### config.mk
export PLATFORM = sky130hd
export DESIGN_NAME = mmcm_drp_sequencer
export DESIGN_NICKNAME = d
export VERILOG_FILES = /design/src/rtl/mmcm_drp_sequencer.sv
export SDC_FILE = /design/constraint.sdc
export NUM_CORES = 1
export LEC_CHECK = 0
export CELL_PAD_IN_SITES_DETAIL_PLACEMENT = 1
export CELL_PAD_IN_SITES_GLOBAL_PLACEMENT = 2
export CORE_ASPECT_RATIO = 1.75
export CORE_MARGIN = 8
export CORE_UTILIZATION = 34
export CTS_CLUSTER_SIZE = 40
export DETAILED_ROUTE_END_ITERATION = 8
export MAX_ROUTING_LAYER = met4
export PLACE_DENSITY = 0.89
export SLEW_MARGIN = 20
export SYNTH_ARGS = -nofsm -noshare
export SYNTH_HDL_FRONTEND = slang
export SYNTH_SLANG_ARGS = --single-unit
export TNS_END_PERCENT = 30
### constraint.sdc
create_clock -name clk -period 5.4 [get_ports clk]
set_input_delay 0.54 -clock clk [delete_from_list [all_inputs] [get_ports clk]]
set_output_delay 0.54 -clock clk [all_outputs]
set_load 0.05 [all_outputs]
### src/rtl/mmcm_drp_sequencer.sv
// Reconfigures an MMCME2_ADV over DRP: holds the MMCM in reset, applies a stream of
// masked read-modify-write updates, then releases reset and waits for a synchronised LOCKED.
module mmcm_drp_sequencer #(
    parameter int RST_HOLD     = 8,
    parameter int DRDY_TIMEOUT = 64,
    parameter int LOCK_TIMEOUT = 65536
) (
    input  logic        clk,
    input  logic        reset_n,
    input  logic        cmd_valid,
    output logic        cmd_ready,
    input  logic [6:0]  cmd_addr,
    input  logic [15:0] cmd_mask,
    input  logic [15:0] cmd_data,
    input  logic        cmd_last,
    output logic [6:0]  daddr,
    output logic        den,
    output logic        dwe,
    output logic [15:0] di,
    input  logic [15:0] drp_do,
    input  logic        drdy,
    input  logic        locked,
    output logic        mmcm_rst,
    output logic        busy,
    output logic        done,
    output logic        err,
    output logic [1:0]  err_code
);
    localparam int MAX_A   = (RST_HOLD > DRDY_TIMEOUT) ? RST_HOLD : DRDY_TIMEOUT;
    localparam int MAX_CNT = (MAX_A > LOCK_TIMEOUT) ? MAX_A : LOCK_TIMEOUT;
    localparam int CNT_W   = $clog2(MAX_CNT + 1);
    localparam logic [CNT_W-1:0] HOLD_END = CNT_W'(RST_HOLD - 1);
    localparam logic [CNT_W-1:0] DRDY_END = CNT_W'(DRDY_TIMEOUT - 1);
    localparam logic [CNT_W-1:0] LOCK_END = CNT_W'(LOCK_TIMEOUT - 1);

    typedef enum logic [3:0] {
        IDLE, HOLD_RST, GET_CMD, READ, WAIT_RD, WRITE, WAIT_WR, RELEASE, WAIT_LOCK, FAIL
    } state_t;

    state_t           state_q;
    logic [CNT_W-1:0] cnt_q;
    logic [15:0]      mask_q, data_q;
    logic             last_q;
    logic             lock_meta_q, lock_s_q;
    logic             cmd_ready_q, den_q, dwe_q, mmcm_rst_q, busy_q, done_q, err_q;
    logic [6:0]       daddr_q;
    logic [15:0]      di_q;
    logic [1:0]       err_code_q;
    logic [15:0]      di_d;

    assign di_d = (drp_do & mask_q) | data_q;

    // LOCKED comes from the MMCM output domain, so it is resynchronised onto DCLK.
    always_ff @(posedge clk or negedge reset_n) begin
        if (!reset_n) begin
            lock_meta_q <= 1'b0;
            lock_s_q    <= 1'b0;
        end else begin
            lock_meta_q <= locked;
            lock_s_q    <= lock_meta_q;
        end
    end

    always_ff @(posedge clk or negedge reset_n) begin
        if (!reset_n) begin
            state_q    <= IDLE;
            cnt_q      <= '0;
            mask_q     <= '0;
            data_q     <= '0;
            last_q     <= 1'b0;
            cmd_ready_q <= 1'b0;
            den_q      <= 1'b0;
            dwe_q      <= 1'b0;
            daddr_q    <= '0;
            di_q       <= '0;
            mmcm_rst_q <= 1'b0;
            busy_q     <= 1'b0;
            done_q     <= 1'b0;
            err_q      <= 1'b0;
            err_code_q <= 2'd0;
        end else begin
            den_q  <= 1'b0;
            dwe_q  <= 1'b0;
            done_q <= 1'b0;
            err_q  <= 1'b0;
            unique case (state_q)
                IDLE: if (cmd_valid) begin
                    state_q    <= HOLD_RST;
                    mmcm_rst_q <= 1'b1;
                    busy_q     <= 1'b1;
                    err_code_q <= 2'd0;
                    cnt_q      <= '0;
                end
                HOLD_RST: if (cnt_q == HOLD_END) begin
                    state_q     <= GET_CMD;
                    cmd_ready_q <= 1'b1;
                end else begin
                    cnt_q <= cnt_q + 1'b1;
                end
                GET_CMD: if (cmd_valid && cmd_ready_q) begin
                    cmd_ready_q <= 1'b0;
                    daddr_q     <= cmd_addr;
                    mask_q      <= cmd_mask;
                    data_q      <= cmd_data;
                    last_q      <= cmd_last;
                    den_q       <= 1'b1;
                    state_q     <= READ;
                end
                READ: begin
                    state_q <= WAIT_RD;
                    cnt_q   <= '0;
                end
                WAIT_RD: if (drdy) begin
                    di_q    <= di_d;
                    den_q   <= 1'b1;
                    dwe_q   <= 1'b1;
                    state_q <= WRITE;
                end else if (cnt_q == DRDY_END) begin
                    state_q    <= FAIL;
                    err_q      <= 1'b1;
                    err_code_q <= 2'd1;
                    mmcm_rst_q <= 1'b0;
                end else begin
                    cnt_q <= cnt_q + 1'b1;
                end
                WRITE: begin
                    state_q <= WAIT_WR;
                    cnt_q   <= '0;
                end
                WAIT_WR: if (drdy) begin
                    if (last_q) begin
                        state_q    <= RELEASE;
                        mmcm_rst_q <= 1'b0;
                    end else begin
                        state_q     <= GET_CMD;
                        cmd_ready_q <= 1'b1;
                    end
                end else if (cnt_q == DRDY_END) begin
                    state_q    <= FAIL;
                    err_q      <= 1'b1;
                    err_code_q <= 2'd1;
                    mmcm_rst_q <= 1'b0;
                end else begin
                    cnt_q <= cnt_q + 1'b1;
                end
                RELEASE: begin
                    state_q <= WAIT_LOCK;
                    cnt_q   <= '0;
                end
                WAIT_LOCK: if (lock_s_q) begin
                    state_q <= IDLE;
                    done_q  <= 1'b1;
                    busy_q  <= 1'b0;
                end else if (cnt_q == LOCK_END) begin
                    state_q    <= FAIL;
                    err_q      <= 1'b1;
                    err_code_q <= 2'd2;
                end else begin
                    cnt_q <= cnt_q + 1'b1;
                end
                // The unread remainder of the stream is left for the host to drain.
                FAIL: begin
                    state_q <= IDLE;
                    busy_q  <= 1'b0;
                end
                default: state_q <= IDLE;
            endcase
        end
    end

    assign cmd_ready = cmd_ready_q;
    assign daddr     = daddr_q;
    assign den       = den_q;
    assign dwe       = dwe_q;
    assign di        = di_q;
    assign mmcm_rst  = mmcm_rst_q;
    assign busy      = busy_q;
    assign done      = done_q;
    assign err       = err_q;
    assign err_code  = err_code_q;
endmodule

==> results of run 1 <==
[worst paths after layout]
check | start | to | slack (ns) | depth (start not counted)
setup / recovery | cnt_q[0]$_DFFE_PN0P_ | cnt_q[14]$_DFFE_PN0P_ | 2.33 | 10
setup reg to reg | cnt_q[0]$_DFFE_PN0P_ | cnt_q[14]$_DFFE_PN0P_ | 2.33 | 10
hold / removal | reset_n | daddr[4]$_DFFE_PN0P_ | 0.02 | 1
hold reg to reg | lock_meta_q$_DFF_PN0_ | lock_s_q$_DFF_PN0_ | 0.36 | 0
max in group asynchronous | reset_n | mask_q[2]$_DFFE_PN0P_ | 4.43 | 3
min in group clk | lock_meta_q$_DFF_PN0_ | lock_s_q$_DFF_PN0_ | 0.36 | 0
[critical path, delay by kind of cell, from the launching register on]
kind	cells	cell delay (ns)
AND/OR/NAND/NOR	5	1.04
AO/OA/AOI/OAI	3	1.03
adder cells (fa/ha/maj)	2	0.46
flip-flops	1	0.41
[cell type report]
cell class	count	area [sq um]	share of cell area (%)
inverter	7	26.3	0.483
multi-input combinational	248	1740	32.0
tap	137	171	3.15
timing repair buffer	95	961	17.7
clock buffer	10	239	4.40
sequential	88	2200	40.5
clock inverter	6	97.6	1.80
[flip-flops by register name, indices dropped and copies added (netlist names)]
name	count
daddr	7
busy	1
done	1
last_q	1
err	1
mask_q	16
data_q	16
lock_meta_q	1
di	16
err_code	2
dwe	1
den	1
cnt_q	17
lock_s_q	1
mmcm_rst	1
cmd_ready	1
state_q	4
[per-stage QoR]
step                total power, mW  area [sq um]
global route                   3.28          5440
CTS                            3.13          5400
floorplan                      1.97          4050
finish                         3.10          5440
global placement               2.36          5060
detailed placement             2.41          5060
[kinds of logic after synthesis]
kind of cell / count (synthesis) / share of synthesized area (%)
multiplexers: 42 / 11.7
XOR/XNOR: 1 / 0.216
flip-flops: 88 / 54.4
buffers and inverters: 27 / 3.03
adder cells (fa/ha/maj): 2 / 0.618
AND/OR/NAND/NOR: 101 / 13.5
AO/OA/AOI/OAI: 102 / 16.6
[power groups by stage]
stage | clock (mW) | sequential [mW] | combinational (mW)
after floorplan | 0 | 1.35 | 0.621
after global placement | 0 | 1.07 | 1.29
after detailed placement | 0 | 1.09 | 1.32
after CTS | 0.719 | 1.08 | 1.33
after global routing | 0.746 | 1.11 | 1.42
final | 0.700 | 1.08 | 1.32
[routing by layer]
| metal | up-vias | part of all wire (%) | routed length [microns] | track usage [%] |
|---|---|---|---|---|
| li1 | 1498 | - | - | - |
| met1 | 1674 | 39 | 4660 | 16.7 |
| met2 | 92 | 56 | 6620 | 28.5 |
| met3 | 9 | 3.9 | 461 | 3.16 |
| met4 | 0 | 1.4 | 163 | 5.27 |
| met5 | - | 0 | 0 | - |
[cells in the mapped netlist, types with 5 or more instances]
library cell	count
sky130_fd_sc_hd__a21oi_1	22
sky130_fd_sc_hd__a31oi_1	8
sky130_fd_sc_hd__buf_2	7
sky130_fd_sc_hd__clkbuf_1	7
sky130_fd_sc_hd__dfrtp_1	88
sky130_fd_sc_hd__inv_1	6
sky130_fd_sc_hd__mux2_2	42
sky130_fd_sc_hd__nand2_1	32
sky130_fd_sc_hd__nand3_1	11
sky130_fd_sc_hd__nor2_1	16
sky130_fd_sc_hd__nor3_1	5
sky130_fd_sc_hd__nor4_1	6
sky130_fd_sc_hd__o21ai_0	32
sky130_fd_sc_hd__o31ai_1	12
sky130_fd_sc_hd__o31ai_2	6
==> metrics.txt, run 1 <==
result of the run=finished, final reports clean; worst hold path type=input pin to asynchronous set/reset pin; total grt overflow=0; total of fill cells in the finished design=1,268; Die Span X=98.5 microns; most area-hungry cell type in the Yosys netlist=sky130_fd_sc_hd__dfrtp_1; total negative slack for setup checks=0 ns; HPWL after detailed placement=8.77 mm; Avg Vias per Cell=5.54; share of final-layout standard cells stronger than drive strength 1=17.8%; TritonRoute pass-1 iters=4; Worst Setup Slack post-DPL=2.40 ns; Tot GR Track Use=15.8%; count of nets after finishing=512; count of mapped cells out of synthesis=363; Clk Latency, worst-skew pair=0.34 ns; worst stage delay on the critical path=0.57 ns; Post-DRT Antenna Nets=0; commonest cells after routing, fill and taps aside=91 x sky130_fd_sc_hd__clkdlybuf4s50_1, 88 x sky130_fd_sc_hd__dfrtp_1, 42 x sky130_fd_sc_hd__mux2_2; Resize count post-CTS=0; Clock Power Share=22.6%; weighted congestion reported at the end of routability-driven placement=0.843; CTS Sinks=88; clock-pin slew on the worst setup and hold paths=0.07 ns; critical path's most frequent cell=sky130_fd_sc_hd__ha_1; Internal Power=1.83 mW; static leakage=2.29 nW; syn avg cell area=11.2 sq um; total of flip-flops plus latches after synthesis=88; Core Footprint=11,800 sq um; type of element launching the critical path=flop; worst-path cell chain=ha_1 -> nand2_1 -> nor2_1 -> nand3_1 -> nor3_1 -> ha_1 -> o21ai_0 -> o211ai_4 -> or3_4 -> o41ai_1; Post-Syn Nets=426; number of synthesized flops with an enable pin=0; post-layout worst setup margin=2.33 ns; worst hold slack after final layout=0.0240 ns; switching power=1.27 mW; highest fanout seen on the critical path=19; Initial Utilization=34.3%; I/O Pins=93; worst setup skew after layout=0.0118 ns; die area=15,800 sq um; area growth from synthesis to final layout=34.2%; H-tree level count=3; Comb power frac=42.6%; peak ir drop on the vdd network=261 uV; crit share post-route=56.8%; setup repair after global routing missed its margin=false; Placed Cells=574; final setup fails=0; number of distinct library cells after synthesis=56; fraction of power spent switching nets=40.9%; commonest non-fill, non-tap cell in the layout=sky130_fd_sc_hd__clkdlybuf4s50_1; Worst Path Required=5.62 ns; Worst EP arrival=3.28 ns; maximum number of pins on one net before global-route repair=78; number of antenna violations at the first check in global routing=0; antenna cells=0; Max clock buf depth=2; Post-CTS Setup Bufs=0; mean routed wirelength per cell=20.1 microns; relative slew slack=35.1%; number of failing hold endpoints at the final stage=0; CP Class=flop to flop; netlist area before placement=4050 sq um; Max Clk Rate=0.326 GHz; die height=160 microns; prevailing post-synth register cell=sky130_fd_sc_hd__dfrtp_1; minimum period implied by the final worst setup slack=3.07 ns; Worst path slowest cell=sky130_fd_sc_hd__or3_4; share of synthesized area occupied by flip-flops and latches=54.4%; final core utilization=46.0%; violation count after the first detailed-routing iteration=127; total wire length after detailed routing=11.9 mm; number of port buffers=92; area fraction of the dominant cell type after synthesis=54.4%; Residual DRC=0; Post-CTS Hold Buffers=0; number of global-route vias before repair=3,467; cts bufs inserted=9; Worst Tran Pin Value=0.973 ns; Rows=53; async set-or-reset flop fraction in the synthesized netlist=100%; clk root buf=sky130_fd_sc_hd__clkbuf_16; max cap viols=0; power density over cell area=570 nW/um^2; CTS tree=yes; Yosys warning total=0; Vias=3,273; category of the worst setup path capture point=flop; main area contributors after synthesis=sky130_fd_sc_hd__dfrtp_1 54%, sky130_fd_sc_hd__mux2_2 12%, sky130_fd_sc_hd__o21ai_0 4.0%, sky130_fd_sc_hd__nand2_1 3.0%, sky130_fd_sc_hd__a21oi_1 2.7%; Reg power frac=34.8%; number of standard cells in the final layout excluding fillers=591; number of slew-limit violations in the final report=0; wire length of the first global-routing pass=19.2 mm
No activity file was read; power rests on OpenSTA's default activity.
==> run 2: changes to the inputs <==
- CORE_UTILIZATION: 34 -> 29
- PLACE_DENSITY: 0.89 -> 0.81
- clock period: 5.4 -> 2.58 ns (I/O delays scaled with it)
==> metrics.txt, run 2 (synthesized netlist as in run 1, its figures left out) <==
Worst Tran Pin Value=0.594 ns; worst setup skew after layout=0.00642 ns; I/O Pins=93; commonest cells after routing, fill and taps aside=91 x sky130_fd_sc_hd__clkdlybuf4s50_1, 88 x sky130_fd_sc_hd__dfrtp_1, 42 x sky130_fd_sc_hd__mux2_2; launch instance of the worst min-delay path=lock_meta_q$_DFF_PN0_; Clk Latency, worst-skew pair=0.34 ns; highest fanout seen on the critical path=12; total negative slack for setup checks=0 ns; Worst EP arrival=2.63 ns; relative slew slack=59.9%; total wire length after detailed routing=12.3 mm; power density over cell area=1140 nW/um^2; Core Footprint=13,800 sq um; clk root buf=sky130_fd_sc_hd__clkbuf_16; number of failing hold endpoints at the final stage=0; violation count after the first detailed-routing iteration=165; Residual DRC=0; register bank with the most flops=cnt_q; total grt overflow=0; maximum number of pins on one net before global-route repair=89; cts bufs inserted=9; Worst Path Required=2.83 ns; number of slew-limit violations in the final report=0; area taken by flip-flops and latches=2200 sq um; number of port buffers=92; count of nets after finishing=535; power after layout=6.42 mW; Final Instance Area=5620 sq um; CP Class=flop to flop; number of antenna violations at the first check in global routing=0; CTS Sinks=88; type of element launching the critical path=flop; Avg Vias per Cell=5.11; Worst path top cell family by delay=simple AND/OR/NAND/NOR gates; static leakage=2.38 nW; weighted congestion reported at the end of routability-driven placement=0.869; result of the run=finished, final reports clean; critical path startpoint=cnt_q[0]$_DFFE_PN0P_; category of the worst setup path capture point=flop; Post-CTS Setup Bufs=0; clock-pin slew on the worst setup and hold paths=0.07 ns; number of buffer and inverter instances along the worst setup path=0; startpoint of the most critical register-to-register path=cnt_q[0]$_DFFE_PN0P_; critical path's most frequent cell=sky130_fd_sc_hd__ha_1; Post-DRT Antenna Nets=0; worst-path cell chain=ha_1 -> nand2_1 -> nor2_1 -> nand3_1 -> nor3_1 -> ha_1 -> o21ai_2 -> o211ai_4 -> or3_4 -> o31ai_2; die area=18,200 sq um; max cap viols=0; number of standard cells in the final layout excluding fillers=654; worst stage delay on the critical path=0.51 ns; mean routed wirelength per cell=18.8 microns; total of fill cells in the finished design=1,500; Die Span X=105 microns; area growth from synthesis to final layout=38.6%; antenna cells=0; crit share post-route=92.3%; minimum period implied by the final worst setup slack=2.38 ns; final core utilization=40.8%; Placed Cells=637; Placement Cell Area=5300 sq um; H-tree level count=3; TritonRoute pass-1 iters=4; worst hold path type=flop to flop; CTS tree=yes; area of the multi-input gates=1740 sq um; wire length of the first global-routing pass=19.9 mm; setup repair after global routing missed its margin=false; Worst path slowest cell=sky130_fd_sc_hd__or3_4; share of final-layout standard cells stronger than drive strength 1=22.0%; Max clock buf depth=2; die height=172 microns; Tot GR Track Use=14.5%; HPWL after detailed placement=9.34 mm; setup slack, reg-to-reg=0.20 ns; Initial Utilization=29.4%; max reg flops=17; number of global-route vias before repair=3,604; Vias=3,340; final setup fails=0; Max Clk Rate=0.420 GHz; peak ir drop on the vdd network=348 uV; Rows=57; commonest non-fill, non-tap cell in the layout=sky130_fd_sc_hd__clkdlybuf4s50_1
## run 2: cell count changes in the layout (fill, tap and decap cells not counted), sizes merged
cell         previous run  this run
clkinvlp                0         1
bufinv                  2         0
clkinv                  1         0
inv                    10        12
dlygate4sd3             0         1
buf                     4        26
## run 2: worst paths after layout
path | to | cells after the start
worst max-delay path | cnt_q[5]$_DFFE_PN0P_ | 10
max in group asynchronous | cnt_q[8]$_DFFE_PN0P_ | 3
worst max register to register | cnt_q[5]$_DFFE_PN0P_ | 10
worst min-delay path | lock_s_q$_DFF_PN0_ | 0
worst min register to register | lock_s_q$_DFF_PN0_ | 0
min in group asynchronous | di[7]$_DFFE_PN0P_ | 3
## run 2: per-stage QoR
stage | worst slack [ns] | hold WS [ns]
6_report | 0.200 | 0.352
5_1_grt | 0.0773 | 0.348
4_1_cts | 0.0911 | 0.339
3_5_place_dp | -0.00379 | 0.336
3_3_place_gp | 0.114 | 0.330
2_1_floorplan | 0.00437 | -0.0376
## run 2: report_power, final
part           switching, mW  internal (mW)  total, mW  leakage [nW]
registers              0.339           1.88       2.22          1.11
clock network          0.591          0.703       1.29         0.144
logic                   1.75           1.15       2.90          1.13
total                   2.68           3.73       6.42          2.38
## run 2: area by class of cell
class,count,share of cell area [%]
clock buffer,10,4.26
multi-input combinational,248,31.0
sequential,88,39.2
inverter,7,0.468
clock inverter,6,1.00
tap,177,3.94
timing repair buffer,118,20.1
## run 2: metal layers
metal	GRT usage [%]	vias up	wire (microns)
li1	-	1548	-
met1	14.8	1664	4670
met2	25.3	97	6540
met3	3.25	31	605
met4	7.80	0	486
met5	-	-	0
## run 2: timing repair
action                     4_1_cts  5_1_grt
hold buffers                     1        0
hold endpoints to repair        88        0
gates resized for setup          1        2
setup endpoints to repair        3        1
==> run 3: changes to the inputs <==
==> constraint.sdc (replaced) <==
create_clock -name clk -period 2.58 [get_ports clk]
set_input_delay 0.258 -clock clk [delete_from_list [all_inputs] [get_ports clk]]
set_output_delay 0.258 -clock clk [all_outputs]
set_load 0.01 [all_outputs]
==> results of run 3 <==
Same layout as run 2 (identical final DEF). Status: finished, final reports clean.
Main changes from that run: total power 6.42 mW -> 5.81 mW; worst IR drop on VDD 348 uV -> 337 uV
